## src/rtl/mdu_pkg.sv

```systemverilog
// Shared definitions for the multi-cycle multiply/divide unit: FSM states,
// operation encodings and the iteration count of the radix-2 datapath.
package mdu_pkg;

  // Datapath width the unit is built for; one iteration per operand bit.
  localparam int unsigned MDU_WIDTH = 16;
  localparam int unsigned ITER      = MDU_WIDTH;

  typedef enum logic [1:0] {
    IDLE = 2'd0,
    RUN  = 2'd1,
    WB   = 2'd2
  } state_e;

  typedef enum logic {
    OP_MUL = 1'b0,
    OP_DIV = 1'b1
  } op_e;

endpackage

```

## src/rtl/mul_div_unit.sv

```systemverilog
// Multi-cycle unsigned multiply/divide unit. Operands are captured when an
// operation is accepted; the unit then performs one radix-2 step per cycle
// (shift-add multiply or restoring divide) and presents the result to the
// register bank write port for exactly one write-back cycle.
module mul_div_unit #(
  parameter int WIDTH = 16,
  parameter int AW    = 4
) (
  input  logic             clk,
  input  logic             rst_n,
  input  logic             start,
  input  logic             op,
  input  logic [WIDTH-1:0] a,
  input  logic [WIDTH-1:0] b,
  input  logic [AW-1:0]    destIn,
  output logic             busy,
  output logic             rw,
  output logic [WIDTH-1:0] dataIn,
  output logic [AW-1:0]    dest,
  output logic             divZero
);

  import mdu_pkg::*;

  // Counter value during the final RUN iteration.
  localparam logic [4:0] LAST_CNT = 5'(WIDTH - 1);

  state_e               state_r;
  logic [4:0]           cnt_r;
  op_e                  op_r;
  logic [AW-1:0]        dest_r;

  // Multiply datapath: multiplicand shifts left, multiplier shifts right,
  // partial products accumulate into a double-width register.
  logic [2*WIDTH-1:0]   mcand_r;
  logic [WIDTH-1:0]     mplier_r;
  logic [2*WIDTH-1:0]   prod_r;

  // Divide datapath: dividend bits shift out of quo_r into the partial
  // remainder while quotient bits shift in from the bottom.
  logic [WIDTH-1:0]     divisor_r;
  logic [WIDTH-1:0]     quo_r;
  logic [WIDTH-1:0]     rem_r;

  logic [2*WIDTH-1:0]   prod_nxt_s;
  logic [2*WIDTH-1:0]   mcand_nxt_s;
  logic [WIDTH-1:0]     mplier_nxt_s;
  logic [WIDTH:0]       shift_s;
  logic [WIDTH:0]       diff_s;
  logic [WIDTH-1:0]     rem_nxt_s;
  logic [WIDTH-1:0]     quo_nxt_s;
  logic [WIDTH-1:0]     result_s;

  // One radix-2 step of both algorithms; the result reflects the step in progress.
  always_comb begin
    prod_nxt_s   = prod_r;
    mcand_nxt_s  = {mcand_r[2*WIDTH-2:0], 1'b0};
    mplier_nxt_s = {1'b0, mplier_r[WIDTH-1:1]};
    if (mplier_r[0]) begin
      prod_nxt_s = prod_r + mcand_r;
    end else begin
      prod_nxt_s = prod_r;
    end

    // The remainder is always below the divisor, so the trial difference of
    // the (WIDTH+1)-bit partial remainder borrows exactly when its MSB is set.
    shift_s = {rem_r, quo_r[WIDTH-1]};
    diff_s  = shift_s - {1'b0, divisor_r};
    if (diff_s[WIDTH]) begin
      rem_nxt_s = shift_s[WIDTH-1:0];
      quo_nxt_s = {quo_r[WIDTH-2:0], 1'b0};
    end else begin
      rem_nxt_s = diff_s[WIDTH-1:0];
      quo_nxt_s = {quo_r[WIDTH-2:0], 1'b1};
    end

    if (op_r == OP_DIV) begin
      result_s = quo_nxt_s;
    end else begin
      result_s = prod_nxt_s[WIDTH-1:0];
    end
  end

  // Control FSM with the datapath registers and registered write-port outputs.
  always_ff @(posedge clk or negedge rst_n) begin
    if (!rst_n) begin
      state_r   <= IDLE;
      cnt_r     <= 5'd0;
      op_r      <= OP_MUL;
      dest_r    <= {AW{1'b0}};
      mcand_r   <= {(2*WIDTH){1'b0}};
      mplier_r  <= {WIDTH{1'b0}};
      prod_r    <= {(2*WIDTH){1'b0}};
      divisor_r <= {WIDTH{1'b0}};
      quo_r     <= {WIDTH{1'b0}};
      rem_r     <= {WIDTH{1'b0}};
      busy      <= 1'b0;
      rw        <= 1'b0;
      dataIn    <= {WIDTH{1'b0}};
      dest      <= {AW{1'b0}};
      divZero   <= 1'b0;
    end else begin
      case (state_r)
        IDLE: begin
          rw      <= 1'b0;
          divZero <= 1'b0;
          dataIn  <= {WIDTH{1'b0}};
          dest    <= {AW{1'b0}};
          if (start) begin
            cnt_r     <= 5'd0;
            op_r      <= op_e'(op);
            dest_r    <= destIn;
            mcand_r   <= {{WIDTH{1'b0}}, a};
            mplier_r  <= b;
            prod_r    <= {(2*WIDTH){1'b0}};
            divisor_r <= b;
            quo_r     <= a;
            rem_r     <= {WIDTH{1'b0}};
            busy      <= 1'b1;
            if ((op == OP_DIV) && (b == {WIDTH{1'b0}})) begin
              // Divide by zero has no iterations: write all-ones straight away.
              state_r <= WB;
              rw      <= 1'b1;
              dataIn  <= {WIDTH{1'b1}};
              dest    <= destIn;
              divZero <= 1'b1;
            end else begin
              state_r <= RUN;
            end
          end else begin
            busy <= 1'b0;
          end
        end

        RUN: begin
          mcand_r  <= mcand_nxt_s;
          mplier_r <= mplier_nxt_s;
          prod_r   <= prod_nxt_s;
          quo_r    <= quo_nxt_s;
          rem_r    <= rem_nxt_s;
          cnt_r    <= cnt_r + 5'd1;
          if (cnt_r == LAST_CNT) begin
            state_r <= WB;
            rw      <= 1'b1;
            dataIn  <= result_s;
            dest    <= dest_r;
            divZero <= 1'b0;
          end else begin
            state_r <= RUN;
          end
        end

        WB: begin
          state_r <= IDLE;
          busy    <= 1'b0;
          rw      <= 1'b0;
          dataIn  <= {WIDTH{1'b0}};
          dest    <= {AW{1'b0}};
          divZero <= 1'b0;
        end

        default: begin
          state_r <= IDLE;
          busy    <= 1'b0;
          rw      <= 1'b0;
          dataIn  <= {WIDTH{1'b0}};
          dest    <= {AW{1'b0}};
          divZero <= 1'b0;
        end
      endcase
    end
  end

endmodule

```

## config.mk

```make
export PLATFORM = sky130hd
export DESIGN_NAME = mul_div_unit
export DESIGN_NICKNAME = d
export VERILOG_FILES = /design/src/rtl/mdu_pkg.sv /design/src/rtl/mul_div_unit.sv
export SDC_FILE = /design/constraint.sdc
export NUM_CORES = 1
export LEC_CHECK = 0
export CELL_PAD_IN_SITES_DETAIL_PLACEMENT = 1
export CELL_PAD_IN_SITES_GLOBAL_PLACEMENT = 2
export CORE_AREA = 2 2 155 157
export DETAILED_ROUTE_END_ITERATION = 6
export DIE_AREA = 0 0 157 159
export PLACE_DENSITY = 0.76
export SLEW_MARGIN = 40
export SYNTH_ARGS = -nofsm -noshare
export SYNTH_HDL_FRONTEND = slang
export SYNTH_SLANG_ARGS = --single-unit
```

## constraint.sdc

```tcl
create_clock -name clk -period 4 [get_ports clk]
set_input_delay 0.4 -clock clk [delete_from_list [all_inputs] [get_ports clk]]
set_output_delay 0.4 -clock clk [all_outputs]
set_load 0.005 [all_outputs]
```

==> run summary <==
TIMING
---------------------------------------------------------------------------------
Final count of negative-setup-slack endpoints ......................            0
Hold violation count in the final report ...........................           26
Slew @ Worst Pin ...................................................     0.745 ns
Final Cycle Share ..................................................        74.6%
Smallest hold slack ................................................   -0.0200 ns
Peak clock frequency supported by timing ...........................      335 MHz
Fin Clk Skew .......................................................    0.0120 ns
Max-slew violation count ...........................................            0
Worst max-slew margin expressed relative to the limit ..............        50.3%
RSZ-0062 raised after global routing ...............................        false
Sum of negative setup slack ........................................         0 ns
Clock period minus final worst setup slack .........................      2.98 ns

FLOORPLANNING
---------------------------------------------------------------------------------
Core area ..........................................................   23200 um^2
Die span in y ......................................................       159 um
Overall die area ...................................................   25000 um^2
Initial Utilization ................................................        32.7%
Top-Level Pins .....................................................           63
Die extent in x ....................................................       157 um
Standard-cell row count ............................................           56

CTS
---------------------------------------------------------------------------------
TritonCTS buffer count .............................................           17
Clock root cell .................................................... sky130_fd_sc_hd__clkbuf_16
Total clock sinks ..................................................          131
Hold_buf cts .......................................................            0
Post-CTS setup repair buffer count .................................            0
Clock tree from TritonCTS ..........................................          yes
Worst-Skew Late Latency ............................................      0.43 ns
Worst-case clock buffer depth ......................................            2
Resized cells post-CTS .............................................            0
Clock slew seen by the registers of the worst setup and hold paths .      0.06 ns
# H-tree levels ....................................................            4

LOGIC SYNTHESIS
---------------------------------------------------------------------------------
Synthesized Nets ...................................................          908
Yosys warns ........................................................            0
Netlist Area Pre-Place .............................................    7580 um^2
Leading register cell type out of synthesis ........................ sky130_fd_sc_hd__dfrtp_1
Average cell area after synthesis ..................................    9.10 um^2
Synth area leaders ................................................. sky130_fd_sc_hd__dfrtp_1 43%, sky130_fd_sc_hd__o21ai_0 7.3%, sky130_fd_sc_hd__nand2_1 5.9%
Synth top area share ...............................................        43.2%
Synthesized flop and latch total ...................................          131
Number of distinct library cells after synthesis ...................           64
Top cells by count, synth .......................................... 131 x sky130_fd_sc_hd__dfrtp_1, 120 x sky130_fd_sc_hd__nand2_1, 111 x sky130_fd_sc_hd__o21ai_0, 61 x sky130_fd_sc_hd__a21oi_1, 44 x sky130_fd_sc_hd__clkbuf_1
Post-Syn Instances .................................................          833
Portion of the post-synthesis area used by sequential elements .....        43.2%
Async set or reset register ratio after synthesis ..................         100%
Post-synth EDFFs ...................................................            0
Cell taking the most area after synthesis .......................... sky130_fd_sc_hd__dfrtp_1
Most common cell in the synthesized netlist ........................ sky130_fd_sc_hd__dfrtp_1

HOLD PATH
---------------------------------------------------------------------------------
Worst min path class ............................................... input pin to asynchronous set/reset pin

GLOBAL ROUTING
---------------------------------------------------------------------------------
Initial antenna violation count ....................................            1
Gr ovfl total ......................................................            0
Largest net degree at the start of global routing ..................           93
Via count of the first global-routing pass .........................         6728
Global-route wire length before repair .............................     37600 um
All-Layer GR Usage .................................................        19.3%

WORST SETUP PATH
---------------------------------------------------------------------------------
Arrival time at the worst endpoint .................................      3.30 ns
Slowest stage cell, crit path ...................................... sky130_fd_sc_hd__a2111oi_2
Critical path class ................................................ flip-flop to flip-flop
CP Cell Sequence ................................................... ha_1 -> a21o_2 -> nand4_1 -> a2111oi_2 -> nor4b_2 -> a2111oi_4 -> mux2_1 -> a221o_1
Buffer and inverter count on the worst path ........................            0
Worst reg2reg path depth ...........................................            8
Largest fanout on the critical path ................................            4
CP startpoint kind .................................................    flip-flop
Number of logic stages on the critical path including buffering ....            8
Largest stage delay, worst path ....................................      0.62 ns
Required time of the critical path .................................      4.32 ns
Family with the most delay on the worst path ....................... compound AO/OA/AOI/OAI gates
Nature of the critical path endpoint ...............................    flip-flop

DETAILED ROUTING
---------------------------------------------------------------------------------
First-pass DRT Iterations ..........................................            5
Number of DRC violations after detailed routing ....................            0
Total detailed-routing wirelength ..................................     23000 um
Vias post-DR .......................................................         6487
Post-DR vias/cell ..................................................         5.37
Detail Route Antenna Nets ..........................................            0
Initial DRC count ..................................................          355
Per-cell routed wire length ........................................      19.0 um

OUTCOME
---------------------------------------------------------------------------------
Violations in the final reports .................................... negative hold slack
Result of the run .................................................. complete, but fails checks

POWER
---------------------------------------------------------------------------------
Power share of the combinational group .............................        53.1%
Worst supply voltage drop on vdd ...................................       341 uV
Sequential cell fraction of total power ............................        28.5%
Power per cell area ................................................  930 nW/um^2
Power share of the clock group .....................................        18.4%
Switching power ....................................................      3.72 mW
Int Power ..........................................................      4.80 mW
Sw Share ...........................................................        43.7%
Leakage power summed over all cells ................................      3.96 nW

FINISH
---------------------------------------------------------------------------------
Antenna fix cells ..................................................            0
Layout cells sized above 1 .........................................        7.30%
Count of filler cells inserted in the layout .......................         2665
Total Nets Final ...................................................          952
Synth-to-Final Area Change .........................................        21.0%

PLACE
---------------------------------------------------------------------------------
HPWL Detailed ......................................................     16000 um
Routability-driven placement congestion ratio ......................        0.826
Count of buffers from port buffering ...............................           62

FLOW RUN
---------------------------------------------------------------------------------
Number of maximum-capacitance violations ...........................            0

[state kept, by name, summed over array words and instances, names as in the netlist]
signal,flops
op_r,1
prod_r,16
dest_r,4
state_r,2
rem_r,16
quo_r,16
dest,4
mcand_r,16
rw,1
divisor_r,16
divZero,1
busy,1
dataIn,16
mplier_r,16
cnt_r,5
[worst paths after layout]
path / from / slack [ns] / endpoint
hold / removal: rst_n / -0.02 / mcand_r[15]$_DFFE_PN0P_
setup reg to reg: mcand_r[1]$_DFFE_PN0P_ / 1.02 / dataIn[15]$_DFFE_PN0P_
hold reg to reg: dataIn[14]$_DFFE_PN0P_ / 0.47 / dataIn[14]$_DFFE_PN0P_
max in group asynchronous: rst_n / 3.20 / divisor_r[7]$_DFFE_PN0P_
min in group clk: dataIn[14]$_DFFE_PN0P_ / 0.47 / dataIn[14]$_DFFE_PN0P_
setup / recovery: mcand_r[1]$_DFFE_PN0P_ / 1.02 / dataIn[15]$_DFFE_PN0P_
[area by class of cell]
type,count,area (um^2),share of cell area (%)
tap,319,399,4.35
clock inverter,12,133,1.45
inverter,28,105,1.15
clock buffer,20,457,4.98
timing repair buffer,78,778,8.49
sequential,131,3280,35.8
multi-input combinational,621,4020,43.8
[kinds of logic (layout without fill, tap and decap cells)]
logic type / Yosys count / in the layout / synth area share (%)
flip-flops: 131 / 131 / 43.2
buffers and inverters: 81 / 138 / 4.08
multiplexers: 40 / 40 / 5.38
AND/OR/NAND/NOR: 225 / 225 / 13.8
AO/OA/AOI/OAI: 297 / 297 / 24.7
XOR/XNOR: 24 / 24 / 2.77
adder cells (fa/ha/maj): 35 / 35 / 5.97
[metrics by stage]
step | util [%] | std cells | area [um^2] | power, mW | setup WS, ns
after CTS | 39.5 | 1209 | 9170 | 8.60 | 0.996
after floorplan | - | 833 | 7580 | 5.55 | 1.25
after global placement | 36.9 | 1176 | 8560 | 6.87 | 1.06
after detailed placement | 37.0 | 1177 | 8580 | 6.98 | 1.01
after global routing | 39.5 | 1209 | 9170 | 9.27 | 0.808
final | 39.5 | 1209 | 9170 | 8.53 | 1.02
[metal layers]
| layer | track usage (%) | vias up | wire length (um) |
|---|---|---|---|
| met5 | 0 | - | 0 |
| met1 | 29.0 | 3249 | 12000 |
| met4 | 5.17 | 0 | 259 |
| met3 | 3.59 | 21 | 951 |
| met2 | 28.4 | 123 | 9820 |
| li1 | - | 3094 | - |
[layout by cell type (no fill, tap or decap), types with 4 or more instances in the layout]
cell                              count
sky130_fd_sc_hd__mux2i_1             34
sky130_fd_sc_hd__clkbuf_16           17
sky130_fd_sc_hd__o311ai_1             4
sky130_fd_sc_hd__buf_4               13
sky130_fd_sc_hd__xnor2_1             15
sky130_fd_sc_hd__inv_1               28
sky130_fd_sc_hd__clkdlybuf4s50_1     61
sky130_fd_sc_hd__mux2_2               5
sky130_fd_sc_hd__clkinvlp_4           6
sky130_fd_sc_hd__nand3_1             13
sky130_fd_sc_hd__a21o_1              11
sky130_fd_sc_hd__a31oi_1              9
sky130_fd_sc_hd__ha_1                33
sky130_fd_sc_hd__nor2b_1             25
sky130_fd_sc_hd__o31ai_1             10
sky130_fd_sc_hd__nand2b_1             8
sky130_fd_sc_hd__a22oi_1             22
sky130_fd_sc_hd__a21oi_1             61
sky130_fd_sc_hd__nand2_1            120
sky130_fd_sc_hd__nor2_1              28
sky130_fd_sc_hd__a22o_1              12
sky130_fd_sc_hd__dfrtp_1            130
sky130_fd_sc_hd__o21ai_0            111
sky130_fd_sc_hd__o21a_1               7
sky130_fd_sc_hd__a32oi_1              5
sky130_fd_sc_hd__xor2_1               9
sky130_fd_sc_hd__a211oi_1             7
sky130_fd_sc_hd__nor3_1               4
[power by group through the flow]
stage,clock network (mW),logic [mW],registers (mW)
floorplan,0,3.31,2.24
global placement,0,4.43,2.44
detailed placement,0,4.54,2.44
CTS,1.61,4.57,2.42
global route,1.66,5.10,2.51
finish,1.57,4.53,2.43
Power figures use the tool's default switching activity.
